$ cat config.mk
export PLATFORM = sky130hd
export DESIGN_NAME = mem_store_unit
export DESIGN_NICKNAME = d
export VERILOG_FILES = /design/src/rtl/mem_store_unit.sv
export SDC_FILE = /design/constraint.sdc
export NUM_CORES = 1
export LEC_CHECK = 0
export CORE_MARGIN = 2
export CORE_UTILIZATION = 35
export CTS_BUF_LIST = sky130_fd_sc_hd__clkbuf_4 sky130_fd_sc_hd__clkbuf_8
export DETAILED_ROUTE_END_ITERATION = 8
export GPL_TIMING_DRIVEN = 0
export HOLD_SLACK_MARGIN = 0.1
export PLACE_DENSITY = 0.73
export SYNTH_ARGS = -nofsm -noshare
export SYNTH_HDL_FRONTEND = slang
export SYNTH_SLANG_ARGS = --single-unit
$ cat constraint.sdc
create_clock -name clk -period 3.3 [get_ports clk]
set_input_delay 0.33 -clock clk [delete_from_list [all_inputs] [get_ports clk]]
set_output_delay 0.33 -clock clk [all_outputs]
set_load 0.01 [all_outputs]
$ cat src/rtl/mem_store_unit.sv
// mem_store_unit: M-stage store formatter and single-transaction SRAM-like
// write master. Builds lane-replicated write data and byte strobes for
// SB/SH/SW, flags misaligned stores (AdES), stalls the pipeline until the
// bus acknowledges the write, and gives up after TIMEOUT cycles in WAIT.
//
// state | meaning
// ------+-----------------------------------------------------------
// IDLE  | no transaction; a store may be accepted this cycle
// REQ   | data_req_o high, fields frozen until the bus takes the address
// WAIT  | address taken, waiting for data_ok; cnt counts up to TIMEOUT-1
module mem_store_unit #(
  parameter int         TIMEOUT = 64,
  parameter logic [5:0] OP_SB   = 6'h28,
  parameter logic [5:0] OP_SH   = 6'h29,
  parameter logic [5:0] OP_SW   = 6'h2B
) (
  input  logic        clk,
  input  logic        rst,
  input  logic [5:0]  op_i,
  input  logic        store_valid_i,
  input  logic [31:0] aluout_i,
  input  logic [31:0] writedata_i,
  input  logic        flush_i,
  input  logic        adv_i,
  output logic        stall_o,
  output logic        ades_o,
  output logic [31:0] badvaddr_o,
  output logic        done_o,
  output logic        bus_err_o,
  output logic        data_req_o,
  output logic        data_wr_o,
  output logic [1:0]  data_size_o,
  output logic [31:0] data_addr_o,
  output logic [31:0] data_wdata_o,
  output logic [3:0]  data_wstrb_o,
  input  logic        data_addr_ok_i,
  input  logic        data_data_ok_i
);

  localparam int             CW       = $clog2(TIMEOUT);
  localparam logic [CW-1:0]  CNT_LAST = CW'(TIMEOUT - 1);

  typedef enum logic [1:0] {
    IDLE = 2'd0,
    REQ  = 2'd1,
    WAIT = 2'd2
  } state_t;

  state_t        state_q, state_d;
  logic [CW-1:0] cnt_q, cnt_d;
  logic          hold_q, hold_d;
  logic [31:0]   addr_q, addr_d;
  logic [31:0]   wdata_q, wdata_d;
  logic [3:0]    strb_q, strb_d;
  logic [1:0]    size_q, size_d;

  logic          is_sb, is_sh, is_sw, is_store;
  logic          ades;
  logic          acc;
  logic [31:0]   fmt_wdata;
  logic [3:0]    fmt_strb;
  logic [1:0]    fmt_size;
  logic          done, bus_err, req, timeout;

  // Decode the op, format lane data/strobes and detect misalignment.
  always_comb begin
    is_sb     = (op_i == OP_SB);
    is_sh     = (op_i == OP_SH);
    is_sw     = (op_i == OP_SW);
    is_store  = is_sb | is_sh | is_sw;
    fmt_wdata = writedata_i;
    fmt_strb  = 4'b1111;
    fmt_size  = 2'd2;
    if (is_sb) begin
      fmt_wdata = {4{writedata_i[7:0]}};
      fmt_strb  = 4'b0001 << aluout_i[1:0];
      fmt_size  = 2'd0;
    end else if (is_sh) begin
      fmt_wdata = {2{writedata_i[15:0]}};
      fmt_strb  = aluout_i[1] ? 4'b1100 : 4'b0011;
      fmt_size  = 2'd1;
    end
    ades = store_valid_i &
           ((is_sh & aluout_i[0]) | (is_sw & (aluout_i[1:0] != 2'b00)));
    // hold keeps a store that is still sitting in M from being issued twice
    acc  = (state_q == IDLE) & store_valid_i & is_store & ~ades &
           ~flush_i & ~hold_q;
  end

  // Next-state, transaction bookkeeping and per-cycle handshake outputs.
  always_comb begin
    state_d = state_q;
    cnt_d   = cnt_q;
    addr_d  = addr_q;
    wdata_d = wdata_q;
    strb_d  = strb_q;
    size_d  = size_q;
    done    = 1'b0;
    bus_err = 1'b0;
    req     = 1'b0;
    timeout = 1'b0;
    case (state_q)
      IDLE: begin
        if (acc) begin
          addr_d  = aluout_i;
          wdata_d = fmt_wdata;
          strb_d  = fmt_strb;
          size_d  = fmt_size;
          state_d = REQ;
        end
      end
      REQ: begin
        req = 1'b1;
        if (data_addr_ok_i) begin
          if (data_data_ok_i) begin
            done    = 1'b1;
            state_d = IDLE;
          end else begin
            cnt_d   = '0;
            state_d = WAIT;
          end
        end
      end
      WAIT: begin
        cnt_d = cnt_q + 1'b1;
        // data_ok wins over a timeout landing in the same cycle
        if (data_data_ok_i) begin
          done    = 1'b1;
          state_d = IDLE;
        end else if (cnt_q == CNT_LAST) begin
          timeout = 1'b1;
          bus_err = 1'b1;
          cnt_d   = '0;
          state_d = IDLE;
        end
      end
      default: state_d = IDLE;
    endcase

    if (adv_i) begin
      hold_d = 1'b0;
    end else if (done | bus_err) begin
      hold_d = 1'b1;
    end else begin
      hold_d = hold_q;
    end
  end

  // State, counter, hold flag and latched transaction fields.
  always_ff @(posedge clk or posedge rst) begin
    if (rst) begin
      state_q <= IDLE;
      cnt_q   <= '0;
      hold_q  <= 1'b0;
      addr_q  <= '0;
      wdata_q <= '0;
      strb_q  <= '0;
      size_q  <= '0;
    end else begin
      state_q <= state_d;
      cnt_q   <= cnt_d;
      hold_q  <= hold_d;
      addr_q  <= addr_d;
      wdata_q <= wdata_d;
      strb_q  <= strb_d;
      size_q  <= size_d;
    end
  end

  // Output drive: bus fields come straight from the latched registers.
  always_comb begin
    stall_o      = acc | (state_q == REQ) |
                   ((state_q == WAIT) & ~data_data_ok_i & ~timeout);
    ades_o       = ades;
    badvaddr_o   = ades ? aluout_i : 32'h0;
    done_o       = done;
    bus_err_o    = bus_err;
    data_req_o   = req;
    data_wr_o    = req;
    data_size_o  = size_q;
    data_addr_o  = addr_q;
    data_wdata_o = wdata_q;
    data_wstrb_o = strb_q;
  end

endmodule

# Word level (Yosys, flattened, before mapping)
# Index checks and enable logic that the tools add are counted.
totals:
  rom_bits: 0
  n_memories: 0
  latchBits: 0
  ram_bits: 0
  out_inout_bits: 108
  inputBits: 77
  register_bits: 79
classes:
  shift: 1
  mux: 28
  mul: 0
  n_addsub: 1
  bitwise_logic: 21
  eq_ne: 10
  div_mod_pow: 0
  magnitude_cmp: 0
  reduce_logical: 7
op_table:
  columns: ["op", "count"]
  rows:
  - ["two-way mux 32 bit", 3]
  - ["== test 6 bit (second input constant)", 4]
  - ["two-way mux 6 bit", 4]
  - ["two-way mux 2 bit", 7]
  - ["two-way mux 4 bit", 3]
  - ["one-hot mux 6 bit (2 select lines)", 1]
  - ["bitwise AND 1 bit", 10]
  - ["two-way mux 1 bit", 8]
  - ["adder 6 x 1 -> 6 bit (second input constant)", 1]
  - ["!= test 2 bit (second input constant)", 3]
  - ["bitwise OR 1 bit", 6]
  - ["one-hot mux 2 bit (3 select lines)", 1]
  - ["AND reduction 3 bit", 2]
  - ["nonzero test 2 bit", 3]
  - ["inverter 1 bit", 5]
  - ["<< shifter 1 x 2 -> 4 bit (first input constant)", 1]
  - ["!= test 3 bit (second input constant)", 1]
  - ["== test 2 x 1 -> 1 bit (second input constant)", 1]
  - ["== test 2 bit (second input constant)", 1]
  - ["zero test 2 bit", 1]
  - ["one-hot mux 1 bit (2 select lines)", 1]
  - ["AND reduction 2 bit", 1]

# Longest topological paths before layout
depth:
  ltp_word: 10
  ltp_mapped: 9
  ltp_nobuf: 7

# Worst setup path before layout
# Ideal clock, no wire load.
synth_timing:
  path_kind: "register to register"
  startpoint: "register state_q[0]"
  endpoint: "register state_q[0]"
  required_time_ps: 3175
  stages_incl_launch_ff: 8
  path_slack_ps: 1394
  synth_period_minus_slack_ps: 1906
  arrival_ps: 1781
  n_path_buf: 0
  path_cell_list: "dfrtp_1 inv_1 ha_1 inv_1 a2111oi_2 nand4_1 a221o_1 mux2_4"
synth_between:
  elab_chain_cells: 8
  elab_cells_between_ends: 13
synth_lines:
  columns: ["item", "line", "rtl"]
  rows:
  - ["start: declaration", "49", "state_t state_q, state_d;"]
  - ["start signal: assignment", "160", "state_q <= state_d;"]
  - ["zero test 2 bit", "86, 102", null]
  - ["bitwise AND 1 bit (4 in a row)", "86", "acc = (state_q == IDLE) & store_valid_i & is_store & ~ades &"]
  - ["bitwise AND 1 bit", "87", "~flush_i & ~hold_q;"]
  - ["!= test 2 bit (no source line)", null, null]
  - ["AND reduction 3 bit (no source line)", null, null]
# Several ways; a longest one is shown, not always the timed one.
# A chain may end at the register's enable or synchronous reset.

# Worst setup path after layout
layout_timing:
  startpoint: "input op_i[2]"
  endpoint: "output badvaddr_o[13]"
layout_between:
  elab_chain_cells: 5
  elab_cells_between_ends: 7
layout_lines:
  columns: ["item", "line", "rtl"]
  rows:
  - ["start: declaration", "19", "input logic [5:0] op_i,"]
  - ["== test 6 bit, on equally long branches", "68, 69", null]
  - ["bitwise AND 1 bit", "84", "((is_sh & aluout_i[0]) | (is_sw & (aluout_i[1:0] != 2'b00)));"]
  - ["bitwise OR 1 bit (*)", "84", null]
  - ["bitwise AND 1 bit (*)", "83", "ades = store_valid_i &"]
  - ["two-way mux 32 bit (*)", "175", "badvaddr_o = ades ? aluout_i : 32'h0;"]
  - ["end: declaration", "27", "output logic [31:0] badvaddr_o,"]
# Every way passes the cells marked *; elsewhere a longest branch is shown, timed or not.

==> metrics.cfg <==
[sta]
finalHoldViolCount = 0
fin_skew_ns = 0.005769
maxSlewHeadroom_pct = 50.03
worst_slew_pin_slew_ns = 0.7287
period_share_pct = 92.38
timing.hold.ws_ns = 0.2972
slew_violations = 0
setup_tns_ns = 0
period_needed_ns = 3.049
rsz0062_at_grt = false
max_freq_mhz = 328.0
setup_viol = 0
setup_ws_ns = 0.2514

[clock_network]
cts_buffer_depth = 2
insertion_delay_ns = 0.34
cts.sinks = 79
h-tree-depth = 3
cts_root_buffer = clkbuf_8
post_cts_buffers = 0
clk_pin_slew_ns = 0.08
cts_buffers = 9
cts_tree = yes

[synthesis]
syn_nets = 420
synthFlopType = dfrtp_1
yosysWarnings = 0
ys_ff_latch = 79
ys_async_sr_fraction_pct = 100.0
synth_cell_types = 34
synth_top_area_share_pct = 52.98
syn_avg_cell_area_um2 = 11.04
synth_area_um2 = 3731
ys_seq_area_share_pct = 52.98
synthCells = 338
synth_edf_count = 0
synthTopCellsByArea = dfrtp_1 53%, mux2_2 12%, mux2i_1 7.0%, and2_1 5.2%, o21ai_0 4.2%
synth.largest_area_cell = dfrtp_1

[global_route]
grt_overflow = 0
met1_usage_pct = 24.47
met3_usage_pct = 4.116
grt_max_degree = 59
antenna_found_initial = 0
gr-usage-met2_pct = 34.49
top_usage_layer = met2
first_global_vias = 3392
grt_pass1_wl_um = 17560
grt_use_total_pct = 19.57

[worst_hold_path]
min_path_type = in2async

[drt]
routedWlPerCell_um = 16.40
drc = 0
totalWireLength_um = 11060
vias_per_cell = 4.789
drt-initial-drc-count = 100
drtAntennaViolNets = 0
first_pass_iters = 4
vias = 3228

[critical_path]
cp-start-kind = primary input
crit_path_max_incr_delay_ns = 0.54
crit_path_frequent_cell = clkdlybuf4s50_1
cpMaxStageDelayCell = clkdlybuf4s50_1
arrival_ns = 2.72
cp.required_ns = 2.97
critPathKind = in2out
cp-end-kind = primary output
cp_max_fo = 10
crit_chain = clkdlybuf4s50_1 > and4bb_2 > nand2_1 > nor3_2 > clkbuf_1 > and2_1 > clkdlybuf4s50_1

[finish]
final_core_util_pct = 58.17
final_nets = 615
fin_cells = 674
syn2layout_area_growth_pct = 60.97
final_cell_mix = 184 x clkdlybuf4s50_1, 79 x dfrtp_1, 40 x mux2_2, 35 x nand2_1
n_antenna_cell = 0
layout-drive-gt1-share_pct = 13.57
final_common_cell = clkdlybuf4s50_1
fill_cells = 900

[power]
p_leak_nw = 2.732
pwr-share-comb_pct = 33.0
power_density_nw_per_um2 = 516.8
p_seq_share_pct = 40.3
switching_share_pct = 28.48
switchingPower_mw = 0.8838
pwr-share-clk_pct = 26.7
p_int_mw = 2.220
ir_drop_mv = 0.2619

[floorplan]
die_area_um2 = 11500
rows = 37
core_um2 = 10320
fp.dieW_um = 107.3
start_util_pct = 36.14
ioPinCount = 185
fp.dieH_um = 107.3

[place]
dpl.hpwl_um = 8515
gp_congestion = 0.8200
io_buffers = 184
dp_cells = 659
place_ws_ns = -0.06178

[outcome]
status = completed

[flow_run]
cap_violations = 0

-- state kept, by name (all words and copies together), names as in the netlist --
name	flops
cnt_q	6
data_wdata_o	32
data_addr_o	32
data_size_o	2
state_q	2
hold_q	1
data_wstrb_o	4
-- cells in the mapped netlist (2+ instances only) --
master / n
dfrtp_1: 79
mux2_2: 40
nand2_1: 35
and2_1: 31
o21ai_0: 31
mux2i_1: 26
nor2_1: 16
a21oi_1: 13
clkbuf_1: 12
buf_2: 6
inv_1: 6
nor2b_1: 6
ha_1: 5
nor3_1: 4
a21o_1: 3
nand3_1: 3
xnor2_1: 3
nand2b_1: 2
o22ai_1: 2
-- layer usage --
metal  up-vias  wire [um]
met2       114       5644
met5         -          0
li1       1539          -
met3         8        692
met4         0         78
met1      1567       4639
-- metrics by stage --
stage	instance area [um2]	power (mW)
after floorplan	3731	1.702
after CTS	6010	3.145
after global routing	6006	3.278
after detailed placement	5773	2.304
final	6006	3.104
after global placement	5743	2.266
-- kinds of logic (layout without fill, tap and decap cells) --
kind of cell / count (synthesis) / in the layout / synth area share [%]
flops: 79 / 79 / 52.98
buf+inv: 27 / 227 / 3.219
simple gates: 103 / 103 / 13.92
fa+ha+maj: 5 / 5 / 1.677
compound gates: 54 / 54 / 8.048
xor+xnor: 3 / 3 / 0.7044
mux: 67 / 67 / 19.45
-- path summary, 6_finish.rpt --
path,start,endpoint,slack [ns],depth (start not counted)
max,op_i[2],badvaddr_o[13],0.25,7
min,rst,data_addr_o[17],0.30,2
max reg2reg,state_q[0],data_wdata_o[7],1.02,8
min reg2reg,data_wdata_o[30],data_wdata_o[30],0.49,2
max in group asynchronous,rst,data_wdata_o[23],2.41,3
min in group clk,data_wdata_o[30],data_wdata_o[30],0.49,2
-- power by group through the flow --
stage | clock network, mW | logic, mW | registers, mW
floorplan | 0 | 0.367 | 1.33
global placement | 0 | 1.01 | 1.26
detailed placement | 0 | 1.04 | 1.27
CTS | 0.855 | 1.04 | 1.25
global route | 0.894 | 1.11 | 1.28
finish | 0.829 | 1.02 | 1.25
-- layout make-up --
type / count / area (um2) / area share [%]
inverters: 7 / 28.78 / 0.4792
clock buffers: 11 / 151.4 / 2.521
multi-input cells: 232 / 1639 / 27.29
repair buffers: 185 / 1869 / 31.12
clock inverters: 5 / 80.08 / 1.333
flip-flops and latches: 79 / 1977 / 32.92
plain buffers: 19 / 90.09 / 1.500
well taps: 136 / 170.2 / 2.833
-- what timing repair did --
item,CTS,global route
setup endpoints to repair,29,1
resized for setup,1,0
hold buffers,0,0
-- worst max-delay path, delay by kind of cell --
family / cells / cell delay (ns)
and+or+nand+nor: 4 / 1.09
buffers and inverters: 3 / 1.29
(Power assumes the default switching activity.)
